## src/rtl/alu_issue_ctrl.sv

```systemverilog
// Issue/capture stage for a 4-bit combinational ALU: command FIFO, registered ALU drive,
// tagged response with backpressure and sticky flags. Optional result self-check via ALU_SELFCHECK_EN.
module alu_issue_ctrl #(
  parameter int DEPTH = 4,
  parameter int TAG_W = 4
) (
  input  logic             clk,
  input  logic             rst,
  input  logic             cmd_valid,
  output logic             cmd_ready,
  input  logic [3:0]       cmd_opcode,
  input  logic [3:0]       cmd_a,
  input  logic [3:0]       cmd_b,
  input  logic [TAG_W-1:0] cmd_tag,
  output logic [3:0]       alu_opcode,
  output logic [3:0]       alu_a,
  output logic [3:0]       alu_b,
  input  logic [3:0]       alu_result,
  input  logic             alu_cout,
  input  logic             alu_zero,
  input  logic             alu_overflow,
  output logic             rsp_valid,
  input  logic             rsp_ready,
  output logic [3:0]       rsp_result,
  output logic             rsp_cout,
  output logic             rsp_zero,
  output logic             rsp_overflow,
  output logic             rsp_illegal,
  output logic [TAG_W-1:0] rsp_tag,
  output logic             rsp_mismatch,
  output logic             sticky_cout,
  output logic             sticky_ovf,
  input  logic             sticky_clr
);

  localparam int AW = $clog2(DEPTH);
  localparam int EW = 12 + TAG_W;
  localparam logic [AW:0] FULL_CNT = (AW + 1)'(DEPTH);

  typedef enum logic [1:0] {
    IDLE  = 2'd0,
    ISSUE = 2'd1,
    RESP  = 2'd2
  } state_t;

  state_t state_reg, state_next;

  // FIFO storage and bookkeeping
  logic [EW-1:0]    fifo_mem [DEPTH];
  logic [AW-1:0]    wr_ptr_reg, rd_ptr_reg;
  logic [AW:0]      count_reg, count_next;
  logic             full_reg, empty_reg;
  logic             push, pop;
  logic [EW-1:0]    head;
  logic [3:0]       head_opcode, head_a, head_b;
  logic [TAG_W-1:0] head_tag;

  // Issue and response registers
  logic [3:0]       alu_opcode_reg, alu_a_reg, alu_b_reg;
  logic [TAG_W-1:0] hold_tag_reg;
  logic             hold_illegal_reg;
  logic             rsp_valid_reg;
  logic [3:0]       rsp_result_reg;
  logic             rsp_cout_reg, rsp_zero_reg, rsp_overflow_reg, rsp_illegal_reg;
  logic [TAG_W-1:0] rsp_tag_reg;
  logic             rsp_hs;
  logic             capture;

  // Ready depends on registered full only, so a same-cycle pop never frees a slot early.
  assign push   = cmd_valid && !full_reg;
  assign rsp_hs = rsp_valid_reg && rsp_ready;

  assign head        = fifo_mem[rd_ptr_reg];
  assign head_opcode = head[EW-1 -: 4];
  assign head_a      = head[EW-5 -: 4];
  assign head_b      = head[EW-9 -: 4];
  assign head_tag    = head[TAG_W-1:0];

  always_ff @(posedge clk) begin
    if (push) begin
      fifo_mem[wr_ptr_reg] <= {cmd_opcode, cmd_a, cmd_b, cmd_tag};
    end
  end

  always_comb begin
    count_next = count_reg;
    case ({push, pop})
      2'b10:   count_next = count_reg + (AW + 1)'(1);
      2'b01:   count_next = count_reg - (AW + 1)'(1);
      default: count_next = count_reg;
    endcase
  end

  always_ff @(posedge clk or posedge rst) begin
    if (rst) begin
      wr_ptr_reg <= '0;
      rd_ptr_reg <= '0;
      count_reg  <= '0;
      full_reg   <= 1'b0;
      empty_reg  <= 1'b1;
    end else begin
      if (push) wr_ptr_reg <= wr_ptr_reg + AW'(1);
      if (pop)  rd_ptr_reg <= rd_ptr_reg + AW'(1);
      count_reg <= count_next;
      full_reg  <= (count_next == FULL_CNT);
      empty_reg <= (count_next == '0);
    end
  end

  // FSM: state register
  always_ff @(posedge clk or posedge rst) begin
    if (rst) state_reg <= IDLE;
    else     state_reg <= state_next;
  end

  // FSM: next state
  always_comb begin
    state_next = state_reg;
    case (state_reg)
      IDLE:    if (!empty_reg) state_next = ISSUE;
      ISSUE:   state_next = RESP;
      RESP: begin
        if (rsp_hs) state_next = empty_reg ? IDLE : ISSUE;
      end
      default: state_next = IDLE;
    endcase
  end

  // FSM: outputs
  always_comb begin
    pop     = 1'b0;
    capture = 1'b0;
    case (state_reg)
      IDLE:    pop = !empty_reg;
      ISSUE:   capture = 1'b1;
      RESP:    pop = rsp_hs && !empty_reg;
      default: begin
        pop     = 1'b0;
        capture = 1'b0;
      end
    endcase
  end

  // Issue registers only change on pop, so the ALU sees its last command otherwise.
  always_ff @(posedge clk or posedge rst) begin
    if (rst) begin
      alu_opcode_reg   <= '0;
      alu_a_reg        <= '0;
      alu_b_reg        <= '0;
      hold_tag_reg     <= '0;
      hold_illegal_reg <= 1'b0;
    end else if (pop) begin
      alu_opcode_reg   <= head_opcode;
      alu_a_reg        <= head_a;
      alu_b_reg        <= head_b;
      hold_tag_reg     <= head_tag;
      hold_illegal_reg <= (head_opcode > 4'd4);
    end
  end

  always_ff @(posedge clk or posedge rst) begin
    if (rst) begin
      rsp_valid_reg    <= 1'b0;
      rsp_result_reg   <= '0;
      rsp_cout_reg     <= 1'b0;
      rsp_zero_reg     <= 1'b0;
      rsp_overflow_reg <= 1'b0;
      rsp_illegal_reg  <= 1'b0;
      rsp_tag_reg      <= '0;
    end else if (capture) begin
      rsp_valid_reg    <= 1'b1;
      rsp_result_reg   <= alu_result;
      rsp_cout_reg     <= alu_cout;
      rsp_zero_reg     <= alu_zero;
      rsp_overflow_reg <= alu_overflow;
      rsp_illegal_reg  <= hold_illegal_reg;
      rsp_tag_reg      <= hold_tag_reg;
    end else if (rsp_hs) begin
      rsp_valid_reg <= 1'b0;
    end
  end

`ifdef ALU_SELFCHECK_EN
  logic [3:0] model_result;
  logic       model_mismatch;
  logic       rsp_mismatch_reg;

  always_comb begin
    model_result = 4'd0;
    case (alu_opcode_reg)
      4'd0:    model_result = alu_a_reg + alu_b_reg;
      4'd1:    model_result = alu_a_reg - alu_b_reg;
      4'd2:    model_result = alu_a_reg & alu_b_reg;
      4'd3:    model_result = alu_a_reg | alu_b_reg;
      4'd4:    model_result = alu_a_reg ^ alu_b_reg;
      default: model_result = 4'd0;
    endcase
  end

  // Carry and overflow conventions belong to the ALU, so only result and zero are judged.
  assign model_mismatch = (model_result != alu_result) ||
                          ((model_result == 4'd0) != alu_zero);

  always_ff @(posedge clk or posedge rst) begin
    if (rst)          rsp_mismatch_reg <= 1'b0;
    else if (capture) rsp_mismatch_reg <= model_mismatch;
  end

  assign rsp_mismatch = rsp_mismatch_reg;
`else
  assign rsp_mismatch = 1'b0;
`endif

  // Sticky bit 0 tracks carry, bit 1 overflow; a setting handshake beats a clear.
  logic [1:0] sticky_flag;
  logic [1:0] sticky_bits;

  assign sticky_flag = {rsp_overflow_reg, rsp_cout_reg};

  genvar gi;
  generate
    for (gi = 0; gi < 2; gi++) begin : g_sticky
      logic bit_reg;
      always_ff @(posedge clk or posedge rst) begin
        if (rst) begin
          bit_reg <= 1'b0;
        end else if (sticky_clr || rsp_hs) begin
          bit_reg <= (sticky_clr ? 1'b0 : bit_reg) | (rsp_hs & sticky_flag[gi]);
        end
      end
      assign sticky_bits[gi] = bit_reg;
    end
  endgenerate

  assign cmd_ready    = !full_reg;
  assign alu_opcode   = alu_opcode_reg;
  assign alu_a        = alu_a_reg;
  assign alu_b        = alu_b_reg;
  assign rsp_valid    = rsp_valid_reg;
  assign rsp_result   = rsp_result_reg;
  assign rsp_cout     = rsp_cout_reg;
  assign rsp_zero     = rsp_zero_reg;
  assign rsp_overflow = rsp_overflow_reg;
  assign rsp_illegal  = rsp_illegal_reg;
  assign rsp_tag      = rsp_tag_reg;
  assign sticky_cout  = sticky_bits[0];
  assign sticky_ovf   = sticky_bits[1];

endmodule

```

## config.mk

```make
export PLATFORM = sky130hd
export DESIGN_NAME = alu_issue_ctrl
export DESIGN_NICKNAME = d
export VERILOG_FILES = /design/src/rtl/alu_issue_ctrl.sv
export SDC_FILE = /design/constraint.sdc
export NUM_CORES = 1
export LEC_CHECK = 0
export BUFFER_PORTS_ARGS = -buffer_cell sky130_fd_sc_hd__buf_2
export CAP_MARGIN = 20
export CORE_MARGIN = 5
export CORE_UTILIZATION = 59
export CTS_BUF_LIST = sky130_fd_sc_hd__clkbuf_4 sky130_fd_sc_hd__clkbuf_8
export CTS_CLUSTER_SIZE = 25
export DETAILED_ROUTE_END_ITERATION = 6
export PLACE_DENSITY = 0.82
export REMOVE_ABC_BUFFERS = 1
export SYNTH_ARGS = -nofsm -noshare
export SYNTH_HDL_FRONTEND = slang
export SYNTH_SLANG_ARGS = --single-unit
export TNS_END_PERCENT = 5
```

## constraint.sdc

```tcl
create_clock -name clk -period 2.9 [get_ports clk]
set_input_delay 0.435 -clock clk [delete_from_list [all_inputs] [get_ports clk]]
set_output_delay 0.435 -clock clk [all_outputs]
set_load 0.01 [all_outputs]
```

# Word level (Yosys, flattened, before mapping)
# Memory sizes are Yosys's and may differ from the RTL's.
# Index checks and enable logic that the tools add are counted.
[word_totals] mem_count=1 regBits=43 word_cells=60 in_bits=28 latchBits=0 mem_bits_ro=0 ramBits=64
[op_classes] mux=13 order_cmp=1 div=0 n_shift=0 multipliers=0 n_eq_ne=7 n_reduce_logical=10 n_addsub=4 bitwise_logic=4
[mem_list] name="fifo_mem" depth=4 width=16 read_ports=1 rd_clocked_by_memory_dff=0 wr=1 line_no="49" text="logic [EW-1:0] fifo_mem [DEPTH];"
[op_table] op="1-bit 2-to-1 mux" n=8
[op_table] op="2-bit one-hot mux with 3 select lines" n=1
[op_table] op="3-bit one-hot mux with 2 select lines" n=1
[op_table] op="2-bit by 1-bit adder with 2-bit output (second input constant)" n=2
[op_table] op="2-bit by 1-bit == test with 1-bit output (second input constant)" n=2
[op_table] op="2-bit == test (second input constant)" n=2
[op_table] op="4-bit by 3-bit > comparator with 1-bit output (second input constant)" n=1
[op_table] op="2-bit 2-to-1 mux" n=2
[op_table] op="2-bit != test (second input constant)" n=2
[op_table] op="3-bit by 1-bit adder with 3-bit output (second input constant)" n=1
[op_table] op="3-bit == test (second input constant)" n=1
[op_table] op="1-bit logical AND" n=3
[op_table] op="3-bit zero test" n=1
[op_table] op="3-bit by 1-bit subtractor with 3-bit output (second input constant)" n=1
[op_table] op="1-bit AND" n=2
[op_table] op="1-bit zero test" n=2
[op_table] op="2-bit zero test" n=1
[op_table] op="1-bit bitwise OR" n=2
[op_table] op="1-bit one-hot mux with 2 select lines" n=1
[op_table] op="2-bit AND reduction" n=1
[op_table] op="2-bit nonzero test" n=1
[op_table] op="1-bit logical OR" n=1

# Logic depth before layout (Yosys ltp)
[logic_depth] depth_word=6 mapped_depth=10 depth_no_buf=8

# Least setup slack after synthesis
# Ideal clock, no wire load.
[synth_timing] kind="reg2reg" startpoint="register rsp_valid_reg (netlist: rsp_valid)" endpoint="register count_reg[2]" arrival_ns=2.287 setup_ns=0.127 stages_incl_launch_ff=11 synth_period_minus_slack_ns=2.414 setup_slack_ns=0.486 path_buffers=2 required_ns=2.773 path_cell_list="dfrtp_1 a21bo_2 and2_1 buf_6 buf_6 ha_1 inv_1 fa_1 xor2_1 o21a_1 or2_2"
[synth_via] elab_chain_len=5 elab_cells_between_ends=6 cone_classes="2 x eq/ne; 2 x mux; 2 x reduce/logical"
[synth_lines] element="start, declared" line_no="62" text="logic rsp_valid_reg;"
[synth_lines] element="start signal, assigned" line_no="163" text="rsp_valid_reg <= 1'b0;"
[synth_lines] element="start signal, assigned" line_no="171" text="rsp_valid_reg <= 1'b1;"
[synth_lines] element="start signal, assigned" line_no="179" text="rsp_valid_reg <= 1'b0;"
[synth_lines] element="1-bit logical AND *" line_no="71" text="assign rsp_hs = rsp_valid_reg && rsp_ready;"
[synth_lines] element="1-bit logical AND *" line_no="136" text="RESP: pop = rsp_hs && !empty_reg;"
[synth_lines] element="1-bit one-hot mux with 2 select lines *" line_no="133" text="case (state_reg)"
[synth_lines] element="2-bit by 1-bit == test with 1-bit output or 2-bit == test (tied branches)" line_no="87" text="case ({push, pop})"
[synth_lines] element="3-bit one-hot mux with 2 select lines *" line_no="87"
[synth_lines] element="named net count_next[2]" line_no="51" text="logic [AW:0] count_reg, count_next;"
[synth_lines] element="end signal, assigned" line_no="104" text="count_reg <= count_next;"
[synth_lines] element="end, declared" line_no="51"
# The timed path passes the listed nets; every way through them passes the cells marked *.
# A chain may end at the register's enable or synchronous reset.

# Worst setup path in the final report
[layout_timing] startpoint="register full_reg" endpoint="register full_reg"
[layout_via] elab_chain_len=5 elab_cells_between_ends=6 cone_classes="3 x eq/ne; 1 x mux; 2 x reduce/logical"
[layout_lines] element="start, declared" line_no="52" text="logic full_reg, empty_reg;"
[layout_lines] element="start signal, assigned" line_no="105" text="full_reg <= (count_next == FULL_CNT);"
[layout_lines] element="1-bit zero test *" line_no="70" text="assign push = cmd_valid && !full_reg;"
[layout_lines] element="1-bit logical AND *" line_no="70"
[layout_lines] element="2-bit by 1-bit == test with 1-bit output or 2-bit == test (tied branches)" line_no="87"
[layout_lines] element="3-bit one-hot mux with 2 select lines *" line_no="87"
[layout_lines] element="3-bit == test *" line_no="105"
# Every way passes the cells marked *; elsewhere a longest branch is shown, timed or not.

==> impl_results.md <==
- Layout cells sized above 1: between 30% and 40%
- CTS max path bufs: 2
- Max reg flops: between 60 and 70
- Fin crit period: about 2200 ps
- Yosys warning total: 0
- Asr flop ratio synth: about 40%
- Pwr Density: 1050 nW/µm²
- Clock root buffer: clkbuf_8
- Post-cts resize count: 0
- First-pass DRT Iterations: 4
- Die W: 94.2 µm
- Most common cell in the synthesized netlist: edfxtp_1
- Post-Syn Area per Cell: 17.3 µm²
- Final worst slack: approximately 650 ps
- Max-slew violation count: 0
- Post-Synthesis Cells: ~240
- H-tree depth: 3
- Worst Path Required: between 3000 and 4000 ps
- Hold_buf cts: 0
- Vias in the first global route: about 2.2k
- EDFF count, synth: 64
- CTS tree: built
- Area leader, netlist: edfxtp_1
- Clk pwr share: a little under a fifth
- Final period util: about 77%
- Peak Freq: 0.445 GHz
- Relative slew slack: 40.5%
- Initial DRC count: approximately 130
- Synthesis-to-layout area growth: 14.1%
- Cell family with most CP delay: adder cells
- Layout net count: 338
- Switching Fraction: 30.8%
- Clock transition at path regs: 90 ps
- Clk sinks: 107
- LEAKAGE: 1.98 nW
- Initial antenna violation count: 0
- Cell area after synthesis: approximately 4200 µm²
- DR vias: about 2.1k
- Outcome: complete, no violations
- Pin count of the biggest net entering global routing: 44
- Critical Path AT: about 2500 ps
- CP Capture Type: register
- First-pass GRT wire length: 10700 µm
- DRC: 0
- Grt total ovfl: 0
- RSZ-0062 raised after global routing: no
- Io pins: 57
- Max Fanout on Critical Path: 8
- CP most frequent cell: inv_1
- Row cnt: 30
- Synthesized flop and latch total: about 110
- Switching power: about 1.5 mW
- Area occupied by multi-input gates: ~1100 µm²
- Total GRT Usage: 16.2%
- Clock skew: 7.04 ps
- Top reg by flops: fifo_mem
- Max stage delay on crit path: ~420 ps
- Post-synthesis sequential area ratio: a little under three quarters
- Power share of the combinational group: about a third
- Antenna-violating nets left: 0
- Area share of the largest cell type after synthesis: a little under half
- Setup_tns: 0 ps
- Main synth FF type: edfxtp_1
- Final hold vios: 0
- Synth cell count leaders: 64 x edfxtp_1, 42 x dfrtp_1, 38 x nand2_1
- Starting Density: between 60% and 70%
- Largest cells by area after synthesis: edfxtp_1 46%, dfrtp_1 25%, mux4_1 5.0%, mux4_2 4.3%, nand2_1 3.4%
- Per-cell routed wire length: about 16 µm
- Num CTS Buffers: 9
- Avg Vias per Cell: 5.23
- Setup violators final: 0
- Area of the core: 6830 µm²
- Peak VDD IR: 0.516 mV
- Cell chain of the critical path: nor2b_1 > inv_1 > ha_1 > inv_1 > fa_1 > and3b_1 > a31oi_1 > o21ba_2
- RD Place Congestion: about 0.70
- Fillers: 451
- HP Class: in2reg
- FF+latch area: roughly 3000 µm²
- IO buf count: 55
- Setup CP Type: reg2reg
- Worst-margin pin slew: 891 ps
- Detailed Place HPWL: approximately 4200 µm
- Sequential share of power: 47.3%
- Clock latency on the worst-skew pair: roughly 350 ps
- Max_cap viols: 0
- Die area: around 9000 µm²
- DP Worst Slack: ~520 ps
- Postcts setup bufs: 0
- Bufs and invs on worst path: 2
- Antenna diodes: 0
- Type of origin of the critical path: register
- Final wirelength: approximately 6500 µm
- Die Span Y: 94.2 µm
- Synth cell types: 33
- Critical path's slowest cell: fa_1
- Pint: 3.47 mW
## routing by layer
metal / part of all wire (%) / global-route usage [%] / vias up
li1: - / - / 999
met1: 43 / 20.4 / 1056
met2: 50 / 26.8 / 55
met3: 6.1 / 5.45 / 7
met4: 1.1 / 4.81 / 0
met5: 0 / 0 / -
## final timing paths
| check | startpoint | end | cells past startpoint | slack, ps |
|---|---|---|---|---|
| min | sticky_clr | sticky_cout | 2 | 250 |
| min in group asynchronous | rst | count_reg[0] | 2 | 260 |
| max in group asynchronous | rst | alu_a[0] | 2 | 2080 |
| max | full_reg | full_reg | 8 | 650 |
| min reg2reg | rsp_result[0] | rsp_result[0] | 2 | 480 |
| max reg2reg | full_reg | full_reg | 8 | 650 |
## worst register-to-register path: stages, from the launching register on
cell and delay (ps):
dfrtp_1 380, nor2b_1 380, inv_1 90, ha_1 230, inv_1 80, fa_1 420, and3b_1 190, a31oi_1 180
o21ba_2 190
## per-stage QoR
step / area [µm²] / instances / hold slack, ps / util [%] / total power [mW]
floorplan: 4100 / 231 / 435 / - / 3.54
global placement: 4550 / 389 / 451 / 66.5 / 4.04
detailed placement: 4550 / 389 / 457 / 66.5 / 4.12
CTS: 4770 / 405 / 233 / 69.8 / 5.10
global route: 4770 / 405 / 237 / 69.8 / 5.35
finish: 4770 / 405 / 253 / 69.8 / 5.02
## power groups by stage
stage | sequential, mW | clock, mW | combinational [mW]
floorplan | 2.46 | 0 | 1.08
global placement | 2.40 | 0 | 1.64
detailed placement | 2.42 | 0 | 1.70
CTS | 2.39 | 0.994 | 1.71
global route | 2.44 | 1.07 | 1.85
finish | 2.37 | 0.966 | 1.68
## layout by cell type (no fill, tap or decap), drive strengths merged, types with 2 or more instances in the layout
cell and instances:
o21ai 7, bufinv 2, inv 14, buf 62, nand2 38, nand3 3
edfxtp 64, nor2b 2, dfrtp 42, xor2 2, xnor2 3, mux2 16
nor3 2, a31oi 2, clkbuf 9, and2 6, ha 5, mux4 16
clkinvlp 2
## cell type report
cell class	count	share of cell area [%]
flip-flops and latches	107	62.9
multi-input cells	112	22.1
repair buffers	62	6.87
clock buffers	9	2.60
well taps	96	2.52
clock inverters	7	2.07
inverters	12	0.945
## kinds of logic (layout without fill, tap and decap cells)
kind of cell | count (synthesis) | count (layout) | synth area share, %
AOI/OAI and AO/OA | 13 | 13 | 1.92
other | 1 | 1 | 0.0897
adders and majority gates | 6 | 6 | 1.98
and+or+nand+nor | 55 | 55 | 5.81
buffers and inverters | 22 | 90 | 3.02
DFF | 107 | 107 | 71.8
muxes | 32 | 32 | 14.4
xor gates and xnor gates | 5 | 5 | 1.05
(Power assumes the default switching activity.)
